==> src/rtl/led_panel_pkg.sv <==
// Shared constants and helpers for the HUB75 scan controller (led_scan_ctrl).
package led_panel_pkg;

  localparam logic [1:0] StShift   = 2'd0;
  localparam logic [1:0] StLatch   = 2'd1;
  localparam logic [1:0] StDisplay = 2'd2;

  localparam int unsigned ROW_W   = 4;
  localparam int unsigned COL_W   = 5;
  localparam int unsigned BUF_BIT = 9;

  localparam int unsigned CH_W  = 8;
  localparam int unsigned R_LSB = 16;
  localparam int unsigned G_LSB = 8;
  localparam int unsigned B_LSB = 0;

  // Returns {R[plane], G[plane], B[plane]} of a packed 24-bit pixel.
  function automatic logic [2:0] plane_bits(input logic [23:0] pix, input logic [7:0] plane);
    logic [CH_W-1:0] r, g, b;
    r = pix[R_LSB +: CH_W] >> plane;
    g = pix[G_LSB +: CH_W] >> plane;
    b = pix[B_LSB +: CH_W] >> plane;
    return {r[0], g[0], b[0]};
  endfunction

endpackage

==> src/rtl/led_shift_unit.sv <==
// SHIFT-phase sequencer: issues one column read every two cycles, tracks the
// memory latency, and drives the panel colour bits and shift clock.
module led_shift_unit
  import led_panel_pkg::*;
#(
  parameter int unsigned PLANE_W = 3,
  parameter int unsigned RD_LAT  = 2
) (
  input  logic               clk,
  input  logic               rst_n,
  input  logic               active,
  input  logic [PLANE_W-1:0] plane,
  input  logic [23:0]        rd_data_hi,
  input  logic [23:0]        rd_data_lo,
  output logic [COL_W-1:0]   col,
  output logic               first,
  output logic               done,
  output logic               panel_r1,
  output logic               panel_g1,
  output logic               panel_b1,
  output logic               panel_r2,
  output logic               panel_g2,
  output logic               panel_b2,
  output logic               panel_clk
);

  localparam int unsigned NumCols  = 1 << COL_W;
  localparam int unsigned ShiftLen = 2 * NumCols + RD_LAT;
  localparam int unsigned CntW     = $clog2(ShiftLen);

  logic [CntW-1:0]   cnt_q, cnt_d;
  logic [RD_LAT-1:0] vld_q, vld_d;
  logic [2:0]        hi_q, hi_d, lo_q, lo_d;
  logic              pend_q, pend_d, clk_q, clk_d;
  logic              issue, data_vld;

  assign col      = cnt_q[COL_W:1];
  assign first    = active && (cnt_q == '0);
  assign done     = active && (cnt_q == CntW'(ShiftLen - 1));
  assign issue    = active && !cnt_q[0] && (cnt_q < CntW'(2 * NumCols));
  assign vld_d    = RD_LAT'({vld_q, issue});
  assign data_vld = vld_q[RD_LAT-1];

  always_comb begin
    cnt_d  = '0;
    hi_d   = hi_q;
    lo_d   = lo_q;
    pend_d = 1'b0;
    clk_d  = 1'b0;
    if (active) cnt_d = done ? '0 : cnt_q + 1'b1;
    // Data is presented with the clock low, then the clock rises a cycle later.
    if (data_vld) begin
      hi_d   = plane_bits(rd_data_hi, 8'(plane));
      lo_d   = plane_bits(rd_data_lo, 8'(plane));
      pend_d = 1'b1;
    end else if (pend_q) begin
      clk_d = 1'b1;
    end
  end

  always_ff @(posedge clk or negedge rst_n) begin
    if (!rst_n) begin
      cnt_q  <= '0;
      vld_q  <= '0;
      hi_q   <= '0;
      lo_q   <= '0;
      pend_q <= 1'b0;
      clk_q  <= 1'b0;
    end else begin
      cnt_q  <= cnt_d;
      vld_q  <= vld_d;
      hi_q   <= hi_d;
      lo_q   <= lo_d;
      pend_q <= pend_d;
      clk_q  <= clk_d;
    end
  end

  assign {panel_r1, panel_g1, panel_b1} = hi_q;
  assign {panel_r2, panel_g2, panel_b2} = lo_q;
  assign panel_clk = clk_q;

endmodule

==> src/rtl/led_scan_ctrl.sv <==
// HUB75 32x32 1:16 scan controller with BCM planes and buffer-swap handshake.
// Optional per-frame brightness scaling of DISPLAY when LED_BRIGHTNESS_EN is defined.
module led_scan_ctrl
  import led_panel_pkg::*;
#(
  parameter int unsigned PWM_BITS   = 8,
  parameter int unsigned BASE_TICKS = 4,
  parameter int unsigned RD_LAT     = 2
) (
  input  logic        clk,
  input  logic        rst_n,
  output logic [9:0]  rd_addr,
  input  logic [23:0] rd_data_hi,
  input  logic [23:0] rd_data_lo,
  output logic        actual_buffer,
  input  logic        swap_req,
`ifdef LED_BRIGHTNESS_EN
  input  logic [7:0]  brightness,
`endif
  output logic        swap_ack,
  output logic        frame_start,
  output logic        panel_r1,
  output logic        panel_g1,
  output logic        panel_b1,
  output logic        panel_r2,
  output logic        panel_g2,
  output logic        panel_b2,
  output logic        panel_clk,
  output logic        panel_lat,
  output logic        panel_oe_n,
  output logic [3:0]  panel_row
);

  localparam int unsigned PlaneW   = (PWM_BITS > 1) ? $clog2(PWM_BITS) : 1;
  localparam int unsigned MaxTicks = BASE_TICKS << (PWM_BITS - 1);
  localparam int unsigned TickW    = (MaxTicks > 1) ? $clog2(MaxTicks) : 1;

  logic [1:0]       state_q, state_d;
  logic [ROW_W-1:0] row_q, row_d, prow_q, prow_d;
  logic [PlaneW-1:0] plane_q, plane_d;
  logic [TickW-1:0] tick_q, tick_d;
  logic             display_buf_q, display_buf_d, armed_q, armed_d;
  logic [COL_W-1:0] col;
  logic             shift_first, shift_done, disp_last, frame_end, oe_en;
  logic [31:0]      disp_len;

  led_shift_unit #(
    .PLANE_W (PlaneW),
    .RD_LAT  (RD_LAT)
  ) u_shift (
    .clk        (clk),
    .rst_n      (rst_n),
    .active     (state_q == StShift),
    .plane      (plane_q),
    .rd_data_hi (rd_data_hi),
    .rd_data_lo (rd_data_lo),
    .col        (col),
    .first      (shift_first),
    .done       (shift_done),
    .panel_r1   (panel_r1),
    .panel_g1   (panel_g1),
    .panel_b1   (panel_b1),
    .panel_r2   (panel_r2),
    .panel_g2   (panel_g2),
    .panel_b2   (panel_b2),
    .panel_clk  (panel_clk)
  );

  assign disp_len  = BASE_TICKS << plane_q;
  assign disp_last = (32'(tick_q) == disp_len - 32'd1);
  assign frame_end = (state_q == StDisplay) && disp_last
                     && (plane_q == PlaneW'(PWM_BITS - 1)) && (&row_q);

`ifdef LED_BRIGHTNESS_EN
  logic [7:0] bright_q;

  always_ff @(posedge clk or negedge rst_n) begin
    if (!rst_n)           bright_q <= 8'hff;
    else if (frame_start) bright_q <= brightness;
  end

  assign oe_en = (32'(tick_q) << 8) < disp_len * (32'(bright_q) + 32'd1);
`else
  assign oe_en = 1'b1;
`endif

  always_comb begin
    state_d = state_q;
    row_d   = row_q;
    prow_d  = prow_q;
    plane_d = plane_q;
    tick_d  = tick_q;
    case (state_q)
      StShift: begin
        if (shift_done) begin
          state_d = StLatch;
          prow_d  = row_q;
        end
      end
      StLatch: begin
        state_d = StDisplay;
        tick_d  = '0;
      end
      StDisplay: begin
        tick_d = tick_q + 1'b1;
        if (disp_last) begin
          state_d = StShift;
          tick_d  = '0;
          if (plane_q == PlaneW'(PWM_BITS - 1)) begin
            plane_d = '0;
            row_d   = row_q + 1'b1;
          end else begin
            plane_d = plane_q + 1'b1;
          end
        end
      end
      default: state_d = StShift;
    endcase
  end

  // A request only counts once it has been seen low since the last ack.
  assign swap_ack      = frame_end && swap_req && armed_q;
  assign display_buf_d = display_buf_q ^ swap_ack;
  assign armed_d       = swap_ack ? 1'b0 : (!swap_req ? 1'b1 : armed_q);

  always_ff @(posedge clk or negedge rst_n) begin
    if (!rst_n) begin
      state_q       <= StShift;
      row_q         <= '0;
      prow_q        <= '0;
      plane_q       <= '0;
      tick_q        <= '0;
      display_buf_q <= 1'b0;
      armed_q       <= 1'b1;
    end else begin
      state_q       <= state_d;
      row_q         <= row_d;
      prow_q        <= prow_d;
      plane_q       <= plane_d;
      tick_q        <= tick_d;
      display_buf_q <= display_buf_d;
      armed_q       <= armed_d;
    end
  end

  always_comb begin
    rd_addr                = '0;
    rd_addr[BUF_BIT]       = display_buf_q;
    rd_addr[COL_W +: ROW_W] = row_q;
    rd_addr[0 +: COL_W]    = col;
  end

  assign actual_buffer = ~display_buf_d;
  // Gated by rst_n so the pulse is absent while held in reset.
  assign frame_start   = rst_n && shift_first && (row_q == '0) && (plane_q == '0);
  assign panel_oe_n    = !((state_q == StDisplay) && oe_en);
  assign panel_lat     = (state_q == StLatch) || (state_q == StDisplay);
  assign panel_row     = prow_q;

endmodule

==> config.mk <==
export PLATFORM = sky130hd
export DESIGN_NAME = led_scan_ctrl
export DESIGN_NICKNAME = d
export VERILOG_FILES = /design/src/rtl/led_panel_pkg.sv /design/src/rtl/led_shift_unit.sv /design/src/rtl/led_scan_ctrl.sv
export SDC_FILE = /design/constraint.sdc
export NUM_CORES = 1
export LEC_CHECK = 0
export BUFFER_PORTS_ARGS = -buffer_cell sky130_fd_sc_hd__buf_2
export CORE_MARGIN = 8
export CORE_UTILIZATION = 45
export DETAILED_ROUTE_END_ITERATION = 6
export GPL_ROUTABILITY_DRIVEN = 0
export GPL_TIMING_DRIVEN = 0
export HOLD_SLACK_MARGIN = 0.1
export PLACE_DENSITY_LB_ADDON = 0.25
export REMOVE_ABC_BUFFERS = 1
export SLEW_MARGIN = 0
export SYNTH_ARGS = -nofsm -noshare
export SYNTH_HDL_FRONTEND = slang
export SYNTH_SLANG_ARGS = --single-unit
==> constraint.sdc <==
create_clock -name clk -period 4 [get_ports clk]
set_clock_uncertainty 0.2 [all_clocks]
set_input_delay 0.4 -clock clk [delete_from_list [all_inputs] [get_ports clk]]
set_output_delay 0.4 -clock clk [all_outputs]
set_load 0.05 [all_outputs]
==> results.md <==
* Rows at 28
* Syn Area/Cell at 10.2 um^2
* Leakage at 1.48 nW
* Final #Nets at 395
* Crit path DAT at 3120 ps
* Hold Vio Cnt, Final at 0
* Number of global-route vias before repair at 2257
* Netlist area before placement at 2620 um^2
* Max Fclk at 269 MHz
* # H-tree levels at 2
* Hold WC Path Type: reg -> reg
* Most frequent cells in the layout: 76 x buf_2, 37 x dfrtp_1, 23 x nand2_1
* Slew HR at 0.393
* Crit path max fanout at 17
* Clock buffer depth at 2
* 1st-iter DRT viols at 53
* Mapped Cells at 256
* Synthesis Warnings at 0
* Post-synth ARST share at 1.00
* Pin count of the biggest net entering global routing at 43
* Number of endpoints failing setup at the final stage at 0
* WP data required at 3400 ps
* IO buf count at 76
* Total track usage at 0.154
* Multi-input gate area at 1420 um^2
* Max VDD drop at 161 uV
* Clk root buf: clkbuf_8
* Die Width at 92.3 um
* Leading cell type in the layout, fill and taps excluded: buf_2
* Tmin final at 3720 ps
* Clk sinks at 41
* DRC at 0
* Hpwl dp at 4.65 mm
* Tightest Pin Transition at 911 ps
* Via/cell ratio at 5.29
* Final TNS setup at 0 ps
* Max Slew Vio Count at 0
* Drt first pass iters at 4
* Later-pin clock latency in the skew report at 300 ps
* Number of synthesized flops with an enable pin at 0
* Critical path startpoint category: flip-flop
* Distinct cells, synth at 49
* Power Dens Cells at 245 nW/um^2
* Num ports at 77
* Register area at 1040 um^2
* Run status: complete, no violations
* RSZ-0062 raised after global routing: no
* Final hold slack at 164 ps
* Total CTS buffers at 5
* Grt ovf at 0
* Die footprint at 8520 um^2
* Total wire length at 6.07 mm
* Wire per inst at 15.0 um
* Period utilization at 0.929
* Register area share after synthesis at 0.392
* CTS tree: built
* Clk slew on worst S/H paths at 90 ps
* Area delta synth->final at 20.3%
* Max-Cap Viols at 0
* #FFs+latches synth at 41
* Via count at 2138
* Starting Density at 0.453
* N_diodes at 0
* CP Class: reg -> out
* Antenna Nets Post-Route at 0
* Filler Cell Count at 525
* First-pass GRT wire length at 10.9 mm
* Share of cells above drive strength 1 at 0.350
* Most used DFF post-synth: dfrtp_1
* Crit end category: primary output
* Die height at 92.3 um
* Initial antenna violation count at 0
* Core Box Area at 5780 um^2
-- through the flow --
step | utilization | total power [mW] | instances | setup WS, ps | area, um^2
after floorplan | - | 0.451 | 240 | 427 | 2520
after global placement | 0.518 | 0.487 | 391 | 119 | 3000
after detailed placement | 0.518 | 0.489 | 391 | 36.6 | 3000
after CTS | 0.539 | 0.783 | 401 | 117 | 3120
after global routing | 0.545 | 0.806 | 404 | 33.0 | 3150
final | 0.545 | 0.771 | 404 | 282 | 3150
-- cells in the mapped netlist, types with 2 or more instances --
library cell | instances | area, um^2
inv_1 | 22 | 82.6
and3_1 | 6 | 37.5
nor4_1 | 3 | 18.8
a21oi_1 | 6 | 30.0
nand2b_1 | 4 | 25.0
nand2_1 | 23 | 86.3
buf_2 | 2 | 10.0
clkbuf_1 | 4 | 15.0
mux4_2 | 12 | 270
nor3_1 | 5 | 25.0
xor2_1 | 6 | 52.6
mux2i_1 | 2 | 20.0
a211oi_1 | 5 | 37.5
nor2b_1 | 3 | 18.8
o22ai_1 | 7 | 43.8
mux2_2 | 2 | 22.5
buf_6 | 2 | 22.5
ha_1 | 16 | 200
nand4_1 | 3 | 18.8
xnor2_1 | 10 | 87.6
a31oi_1 | 7 | 43.8
buf_1 | 2 | 7.51
dfrtp_1 | 40 | 1000
mux2_1 | 2 | 22.5
nor2_1 | 21 | 78.8
o21ai_0 | 6 | 30.0
nand3_1 | 8 | 40.0
buf_4 | 6 | 45.0
-- kinds of logic (layout without fill, tap and decap cells) --
group | count (synthesis) | in the layout | synth area share
muxes | 18 | 18 | 0.128
adders and majority gates | 16 | 16 | 0.0764
AOI/OAI and AO/OA | 42 | 42 | 0.114
DFF | 41 | 41 | 0.392
and+or+nand+nor | 84 | 84 | 0.165
buffers and inverters | 39 | 112 | 0.0711
xor gates and xnor gates | 16 | 16 | 0.0535
-- state kept, by name, indices dropped and copies added (netlist names) --
register,count
panel_row,4
u_shift.lo_q,3
tick_q,9
u_shift.vld_q,2
plane_q,3
armed_q,1
state_q,2
display_buf_q,1
u_shift.hi_q,3
u_shift.cnt_q,7
u_shift.panel_clk,1
row_q,4
u_shift.pend_q,1
-- worst max-delay path, cell delays in order, from the launching register on --
cell and delay [ps]:
dfrtp_4 610, ha_1 270, ha_1 190, nor4_2 290, ha_1 170, nand3b_1 70
a21oi_1 220, o2111ai_2 240, nor4_4 330, xnor2_1 150, buf_2 280
-- path summary, 6_finish.rpt --
| check | start | endpoint | slack [ps] | depth (start not counted) |
|---|---|---|---|---|
| max in group asynchronous | rst_n | plane_q[2]$_DFFE_PN0N_ | 2360 | 2 |
| worst min-delay path | u_shift.vld_q[0]$_DFF_PN0_ | u_shift.vld_q[1]$_DFF_PN0_ | 160 | 0 |
| worst max-delay path | plane_q[0]$_DFFE_PN0N_ | actual_buffer | 280 | 10 |
| worst min register to register | u_shift.vld_q[0]$_DFF_PN0_ | u_shift.vld_q[1]$_DFF_PN0_ | 160 | 0 |
| worst max register to register | plane_q[0]$_DFFE_PN0N_ | plane_q[0]$_DFFE_PN0N_ | 990 | 9 |
| min in group asynchronous | rst_n | u_shift.cnt_q[5]$_DFF_PN0_ | 580 | 2 |
-- area by class of cell --
| cell class | count | share of cell area |
|---|---|---|
| multi-input cells | 176 | 0.449 |
| flip-flops and latches | 41 | 0.329 |
| repair buffers | 81 | 0.134 |
| well taps | 75 | 0.0298 |
| inverters | 23 | 0.0278 |
| clock buffers | 6 | 0.0262 |
| clock inverters | 2 | 0.00437 |
-- timing repair --
action | in CTS | in global routing
setup buffers | 0 | 3
hold endpoints to repair | 41 | 0
setup endpoints to repair | 2 | 2
cloned | 0 | 0
hold buffers | 2 | 0
pin swaps | 0 | 0
gates resized for setup | 4 | 4
-- layer usage --
layer,share of wire,track usage,vias to the layer above
met3,0.063,0.0461,10
met5,0,0,-
met2,0.47,0.258,64
li1,-,-,1049
met4,0.020,0.0523,0
met1,0.45,0.184,1015
-- power breakdown --
part	total [mW]	internal (mW)	switching, mW
sequential	0.419	0.417	0.00144
clock	0.291	0.140	0.151
combinational	0.0619	0.0302	0.0317
(Power assumes the default switching activity.)
